===== src/rtl/mux4_rr_arbiter.sv =====
// Round-robin arbiter sharing one 4:1 data mux among four requesters, with bounded bursts.
// Define MUX_ARB_FIXED_PRIO_EN to replace round-robin with fixed priority (req0 highest).
module mux4_rr_arbiter #(
  parameter int WIDTH     = 8,
  parameter int MAX_BURST = 4
) (
  input  logic               clk,
  input  logic               rst,
  input  logic [3:0]         req,
  input  logic [4*WIDTH-1:0] in_data,
  output logic [3:0]         in_ready,
  output logic [WIDTH-1:0]   out_data,
  output logic               out_valid,
  input  logic               out_ready,
  output logic [1:0]         sel,
  output logic [3:0]         gnt,
  output logic               busy
);

  localparam int CNT_W = $clog2(MAX_BURST + 1);
  localparam logic [CNT_W-1:0] LAST_BEAT = CNT_W'(MAX_BURST - 1);

  localparam logic [0:0] IDLE  = 1'b0;
  localparam logic [0:0] GRANT = 1'b1;

  logic [0:0]       state;
  logic [CNT_W-1:0] beat_cnt;

  logic [1:0] idle_ptr;
  logic [1:0] rel_ptr;
  logic [2:0] idle_pick;
  logic [2:0] rel_pick;
  logic       xfer;
  logic       release_now;
  logic       load;
  logic [1:0] load_idx;

  // Returns {found, index}: first requester after ptr, wrapping around to ptr itself.
  function automatic logic [2:0] arbitrate(input logic [3:0] r, input logic [1:0] ptr);
    logic [2:0] pick;
    logic [1:0] idx;
    pick = 3'b000;
    for (int k = 4; k >= 1; k--) begin
      idx = ptr + 2'(k);
      if (r[idx]) pick = {1'b1, idx};
    end
    return pick;
  endfunction

`ifdef MUX_ARB_FIXED_PRIO_EN
  // A constant pointer of 3 makes every scan start at requester 0.
  assign idle_ptr = 2'd3;
  assign rel_ptr  = 2'd3;
`else
  logic [1:0] last;

  always_ff @(posedge clk or posedge rst) begin
    if (rst) begin
      last <= 2'd3;
    end else if (load) begin
      last <= load_idx;
    end
  end

  assign idle_ptr = last;
  assign rel_ptr  = sel;
`endif

  assign idle_pick = arbitrate(req, idle_ptr);
  assign rel_pick  = arbitrate(req, rel_ptr);

  assign busy      = (state == GRANT);
  assign out_valid = busy & req[sel];
  assign out_data  = in_data[int'(sel)*WIDTH +: WIDTH];
  assign in_ready  = gnt & {4{out_ready}} & req;

  assign xfer        = out_valid & out_ready;
  assign release_now = busy & (~req[sel] | (xfer & (beat_cnt == LAST_BEAT)));

  // Re-arbitration on release happens in the same cycle, so back-to-back grants have no bubble.
  assign load     = ((state == IDLE) & idle_pick[2]) | (release_now & rel_pick[2]);
  assign load_idx = busy ? rel_pick[1:0] : idle_pick[1:0];

  always_ff @(posedge clk or posedge rst) begin
    if (rst) begin
      state    <= IDLE;
      sel      <= 2'b00;
      gnt      <= 4'b0000;
      beat_cnt <= '0;
    end else begin
      if (load) begin
        state    <= GRANT;
        sel      <= load_idx;
        gnt      <= 4'b0001 << load_idx;
        beat_cnt <= '0;
      end else if (release_now) begin
        // sel keeps its last value while idle
        state    <= IDLE;
        gnt      <= 4'b0000;
        beat_cnt <= '0;
      end else if (xfer) begin
        beat_cnt <= beat_cnt + 1'b1;
      end
    end
  end

endmodule

===== config.mk =====
export PLATFORM = sky130hd
export DESIGN_NAME = mux4_rr_arbiter
export DESIGN_NICKNAME = d
export VERILOG_FILES = /design/src/rtl/mux4_rr_arbiter.sv
export SDC_FILE = /design/constraint.sdc
export NUM_CORES = 1
export LEC_CHECK = 0
export ABC_AREA = 1
export BUFFER_PORTS_ARGS = -buffer_cell sky130_fd_sc_hd__buf_4
export CAP_MARGIN = 20
export CORE_ASPECT_RATIO = 1.25
export CORE_MARGIN = 2
export CORE_UTILIZATION = 43
export CTS_BUF_LIST = sky130_fd_sc_hd__clkbuf_8
export CTS_CLUSTER_SIZE = 28
export DETAILED_ROUTE_END_ITERATION = 6
export PLACE_DENSITY = 0.87
export SYNTH_ARGS = -nofsm -noshare
export SYNTH_HDL_FRONTEND = slang
export SYNTH_SLANG_ARGS = --single-unit
export TNS_END_PERCENT = 30

===== constraint.sdc =====
create_clock -name clk -period 1.77 [get_ports clk]
set_clock_uncertainty 0.2 [all_clocks]
set_input_delay 0.2655 -clock clk [delete_from_list [all_inputs] [get_ports clk]]
set_output_delay 0.2655 -clock clk [all_outputs]
set_load 0.02 [all_outputs]

==> impl_metrics.tcl, run 1 <==
set metrics [dict create \
    slowest_delay_ps 410 \
    crit_required_ps 1300 \
    post-route-cell-area_mm2 0.00232 \
    synth.distinct_cells 24 \
    layout_setup_ws_ps -240 \
    grt_usage 0.252 \
    worst_pin_slew_ps 478 \
    grt_pass1_wl_um 6500 \
    endpoint_kind "primary output" \
    wl_met1_um 1710 \
    final_antenna_net_count 0 \
    top_layer_used "met4" \
    cts_sinks 12 \
    die_area_mm2 0.00336 \
    syn_area_mm2 0.00125 \
    syn_to_final_growth_pct 85.3 \
    grt_overflow_total 0 \
    antenna_found_initial 0 \
    critPathLaunchType "flop" \
    r2r_slack_ps -130 \
    drive_gt1_frac 0.604 \
    final_nets 327 \
    synth-seq-cells 12 \
    gp_congestion 0.855 \
    status "finished, violations left" \
    crit_slowest_cell "dfrtp_1" \
    setup-violations-final 20 \
    slew_headroom 0.681 \
    fmax_mhz 498 \
    n_antenna_cell 0 \
    hold_violations 0 \
    root_buffer "clkbuf_8" \
    wl_um 5200 \
    clk_latency_ps 250 \
    p_per_area_mw_per_mm2 2130 \
    violations "setup timing" \
    die_width_um 52.2 \
    drv_cap 0 \
    fin_util 0.848 \
    crit_path_frequent_cell "buf_6" \
    period_minus_slack_ps 2010 \
    syn_inst 203 \
    power_leakage_nw 1.20 \
    cp_data_arrival_time_ps 1540 \
    avgSynthCellArea_um2 6.16 \
    synth_nets 244 \
    first_pass_iters 4 \
    post-synth-top-area-fraction 0.204 \
    avgRoutedWirePerCell_um 16.3 \
    wl_met2_um 2790 \
    io_pins 59 \
    grt_max_degree 17 \
    num_vias 1778 \
    hold_class "in -> reg" \
    h-tree-depth 1 \
    clk_path_buf_depth 2 \
    max-vdd-ir-drop_mv 1.31 \
    cp_cell_sequence "buf_6 -> nand2_4 -> clkinvlp_4 -> a22oi_2 -> nand3_1 -> buf_6" \
    clk_pin_slew_ps 60 \
    cts_buffers 3 \
    port_buffers 58 \
    route.met3.wl_um 453 \
    route.detailed.drc 0 \
    yosysSeqAreaShare 0.242 \
    start_util 0.458 \
    place_area_mm2 0.00178 \
    cts_tree "yes" \
    grt_pass1_vias 1532 \
    synthTopCellsByArea "nand2_1 20%, dfrtp_1 20%, nand3_1 16%" \
    critical_path_class "reg -> out" \
    rsz0062_at_grt "yes" \
    crit_path_max_fanout 8 \
    final_max_slew_viol_count 0 \
    drtIter0Drc 75 \
    yosysTopAreaCell "nand2_1" \
    finalCritPeriodShare 1.14 \
    yosysWarnings 0 \
    dp_hpwl_um 3040 \
    core_mm2 0.00273 \
    vias_per_cell 5.57 \
    row_count 21 \
    die_height_um 64.3 \
]
[power by group]
| group | switching, W | leakage [nW] | internal (W) |
|---|---|---|---|
| sequential | 0.000108 | 0.147 | 0.000407 |
| combinational | 0.00243 | 1.03 | 0.00169 |
| clock | 0.000113 | 0.0288 | 0.000197 |
| total | 0.00265 | 1.20 | 0.00229 |
[per-stage QoR]
stage | hold slack [ps] | total power (W) | instances | setup slack [ps] | TNS, ps
after floorplan | -71.2 | 0.00239 | 203 | 25.4 | 0
after global placement | 96.8 | 0.00318 | 300 | -24.4 | -56.1
after detailed placement | 113 | 0.00326 | 300 | -82.5 | -506
after CTS | 211 | 0.00387 | 310 | -203 | -1940
after global routing | 229 | 0.00525 | 319 | -292 | -4280
final | 209 | 0.00495 | 319 | -240 | -3150
[sequential cells by signal (all words and copies together), names as in the netlist]
name,flops
idle_ptr,2
beat_cnt,3
gnt,4
busy,1
sel,2
[worst max-delay path, delay by kind of cell (launching register included)]
kind	cells	cell delay (ps)
flip-flops	1	410
AND/OR/NAND/NOR	2	170
buffers and inverters	3	490
AO/OA/AOI/OAI	1	220
[cells by family (layout without fill, tap and decap cells)]
family | count (synthesis) | in the layout | share of synthesized area
AOI/OAI and AO/OA | 23 | 23 | 0.120
adders and majority gates | 2 | 2 | 0.0200
buffers and inverters | 32 | 114 | 0.116
DFF | 12 | 12 | 0.242
and+or+nand+nor | 134 | 134 | 0.502
[routing by layer]
layer  track usage  vias to the layer above
met1         0.244                      800
met5             0                        -
met3        0.0444                       30
li1              -                      834
met2         0.495                      114
met4         0.106                        0
[cell usage in the layout (no fill, tap or decap)]
cell,synthesis,routed
and2_4,1,1
dfrtp_1,10,9
o21ai_1,5,5
nor3_1,1,1
inv_8,0,1
a22oi_1,8,3
nand2_8,0,1
dfstp_2,2,2
buf_8,0,1
nand3_2,4,7
nand2_1,68,32
nand2_4,3,13
inv_6,0,1
clkinvlp_4,0,1
a22oi_2,0,5
clkinv_8,0,1
buf_12,0,2
a21oi_1,3,2
inv_1,22,18
a21oi_2,0,1
dfrtp_2,0,1
ha_1,2,2
clkbuf_8,0,4
nand4_1,3,3
clkinv_2,0,1
o21ai_4,0,2
nand3_1,39,32
inv_2,3,4
dlygate4sd3_1,0,1
o21ai_2,4,5
nor2_1,9,5
buf_4,1,67
inv_4,2,1
nor2_2,0,4
nand3_4,0,4
nand2_2,6,31
buf_6,2,11
[cells in the mapped netlist]
| master | n |
|---|---|
| dfstp_2 | 2 |
| ha_1 | 2 |
| inv_2 | 3 |
| nand3_1 | 39 |
| nand2_4 | 3 |
| nand2_2 | 6 |
| buf_2 | 1 |
| inv_4 | 2 |
| a21oi_1 | 3 |
| o21ai_1 | 5 |
| buf_4 | 1 |
| nand3_2 | 4 |
| inv_1 | 22 |
| nand2_1 | 68 |
| nand4_1 | 3 |
| a22oi_1 | 8 |
| buf_6 | 2 |
| dfrtp_1 | 10 |
| nor2_1 | 9 |
| o21ai_0 | 3 |
| o21ai_2 | 4 |
| nor3_1 | 1 |
| and2_4 | 1 |
| clkbuf_1 | 1 |
[timing repair]
| item | CTS | global route |
|---|---|---|
| gates resized for setup | 22 | 83 |
| cloned | 0 | 1 |
| pin swaps | 8 | 22 |
| setup endpoints to repair | 17 | 20 |
| hold endpoints to repair | 10 | 0 |
| buffers inserted | 5 | 8 |
| hold buffers | 1 | 0 |
[path summary, 6_finish.rpt]
check | start | end | cells past startpoint
hold reg to reg | beat_cnt[0] | beat_cnt[0] | 1
hold / removal | out_ready | beat_cnt[1] | 3
setup reg to reg | sel[0] | sel[1] | 13
max in group asynchronous | rst | sel[1] | 3
setup / recovery | sel[0] | out_data[6] | 6
min in group asynchronous | rst | gnt[1] | 3
[area by class of cell]
type	count	area, um2
Fill cell	168	414
Timing Repair inverter	1	5.00
Clock buffer	4	55.1
Timing Repair Buffer	82	692
Tap cell	34	42.5
Inverter	27	133
Multi-Input combinational cell	159	1090
Sequential cell	12	304
No activity file was read; power rests on OpenSTA's default activity.
==> inputs of run 2 (changes only) <==
--- a/config.mk
+++ b/config.mk
@@ -6,7 +6,7 @@
 export NUM_CORES = 1
 export LEC_CHECK = 0
 export ABC_AREA = 1
-export BUFFER_PORTS_ARGS = -buffer_cell sky130_fd_sc_hd__buf_4
+export BUFFER_PORTS_ARGS = -buffer_cell sky130_fd_sc_hd__buf_2
 export CAP_MARGIN = 20
 export CORE_ASPECT_RATIO = 1.25
 export CORE_MARGIN = 2
==> impl_metrics.tcl, run 2 (same netlist as run 1, synthesis figures left out) <==
set metrics [dict create \
    tns_ps -2840 \
    p_int_w 0.00183 \
    num_vias 1668 \
    ff2ff_path_depth 13 \
    crit_path_max_fanout 8 \
    comb_power_share 0.791 \
    fmax_mhz 489 \
    top_regs "gnt: 4 flops, beat_cnt: 3 flops" \
    layout_commonest_cell "nand2_1" \
    start_util 0.458 \
    vias_per_cell 5.31 \
    hold_violations 0 \
    power.switching_w 0.00214 \
    p_per_area_mw_per_mm2 2080 \
    place_area_mm2 0.00163 \
    layout_common_cells "58 x nand2_1, 55 x buf_2, 34 x nand3_1, 20 x inv_1" \
    rsz0062_at_grt "yes" \
    crit_slowest_cell "dfrtp_2" \
    critPathLaunchType "flop" \
    worst_pin_slew_ps 453 \
    final_nets 322 \
    final_antenna_net_count 0 \
    grt_pass1_vias 1476 \
    min-delay-start "out_ready" \
    avgRoutedWirePerCell_um 12.9 \
    drv_cap 0 \
    route.detailed.drc 0 \
    io_pins 59 \
    r2r-start "sel[0]" \
    hold_depth 3 \
    post-route-cell-area_mm2 0.00191 \
    largest_reg_flops 4 \
    die_area_mm2 0.00336 \
    die_width_um 52.2 \
    final_max_slew_viol_count 0 \
    critical_path_class "reg -> out" \
    layout_setup_ws_ps -277 \
    cp_cell_sequence "buf_6 -> nand2_4 -> clkinvlp_4 -> a22oi_1 -> nand3_1 -> buf_2" \
    grt_overflow_total 0 \
    grt_pass1_wl_um 6010 \
    endpoint_kind "primary output" \
    cts_tree "yes" \
    grt_max_degree 17 \
    power_frac_seq 0.131 \
    clock_power_share 0.077 \
    cp_data_arrival_time_ps 1580 \
    clk_path_buf_depth 2 \
    syn_to_final_growth_pct 53.0 \
    n_antenna_cell 0 \
    grt_usage 0.234 \
    max-vdd-ir-drop_mv 1.66 \
    crit_required_ps 1300 \
    first_pass_iters 4 \
    gp_congestion 0.893 \
    power_leakage_nw 1.09 \
    hold_class "in -> reg" \
    p_sw_frac 0.540 \
    p_total_w 0.00397 \
    violations "setup timing" \
    row_count 21 \
    slew_headroom 0.697 \
    startpoint "sel[0]" \
    drtIter0Drc 37 \
    slowest_delay_ps 430 \
    drive_gt1_frac 0.471 \
    finalCritPeriodShare 1.16 \
    status "finished, violations left" \
    h-tree-depth 1 \
    cts_sinks 12 \
    cts_buffers 3 \
    port_buffers 58 \
    antenna_found_initial 0 \
    root_buffer "clkbuf_8" \
    period_minus_slack_ps 2050 \
    setup-violations-final 20 \
    wl_um 4060 \
    regMostFlops "gnt" \
    die_height_um 64.3 \
    clk_latency_ps 250 \
    core_mm2 0.00273 \
    clk_pin_slew_ps 60 \
    dp_hpwl_um 2950 \
]
## run 2: cell count changes in the layout (fill, tap and decap cells not counted), sizes merged
cell    delta
buf        -5
clkinv     -2
inv        +2
## run 2: path summary, 6_finish.rpt
kind / end / slack (ps)
setup / recovery: out_data[2] / -280
hold / removal: beat_cnt[2] / 210
setup reg to reg: gnt[0] / -100
hold reg to reg: beat_cnt[0] / 300
max in group asynchronous: idle_ptr[0] / 670
min in group asynchronous: gnt[3] / 360
## run 2: repair_timing
item                                   4_1_cts  5_1_grt
pin swaps                                    4        7
gates cloned                                 0        1
endpoints found under the hold margin       10        0
hold buffers                                 1        0
setup endpoints to repair                   17       20
resized for setup                           16       32
buffers inserted                             7        1
## run 2: stage by stage
stage	hold WS, ps	cells	setup slack (ps)	utilization
finish	212	314	-277	0.701
global route	237	314	-298	0.701
detailed placement	98.1	300	-76.6	0.598
CTS	200	312	-219	0.658
floorplan	-71.2	203	25.4	-
global placement	90.2	300	-17.4	0.598
## run 2: power groups by stage
stage | registers, W | logic [W] | clock network (W)
global route | 0.000535 | 0.00343 | 0.000324
global placement | 0.000532 | 0.00249 | 0
floorplan | 0.000563 | 0.00183 | 0
detailed placement | 0.000533 | 0.00255 | 0
finish | 0.000521 | 0.00314 | 0.000308
CTS | 0.000520 | 0.00281 | 0.000303
## run 2: cell type report
cell class / instances / area (um2)
multi-input combinational: 159 / 906
fill: 234 / 818
timing repair buffer: 77 / 478
sequential: 12 / 304
inverter: 27 / 123
clock buffer: 4 / 55.1
tap: 34 / 42.5
timing repair inverter: 1 / 6.26
## run 2: critical path: cells and delay by family (launching register included)
kind            cells  cell delay (ps)
buf+inv             3              490
compound gates      1              270
flops               1              430
simple gates        2              150
## run 2: metal layers
| layer | wire [um] | GRT usage |
|---|---|---|
| met5 | 0 | 0 |
| met2 | 2150 | 0.460 |
| met1 | 1440 | 0.246 |
| met3 | 402 | 0.0327 |
| met4 | 63 | 0.0673 |
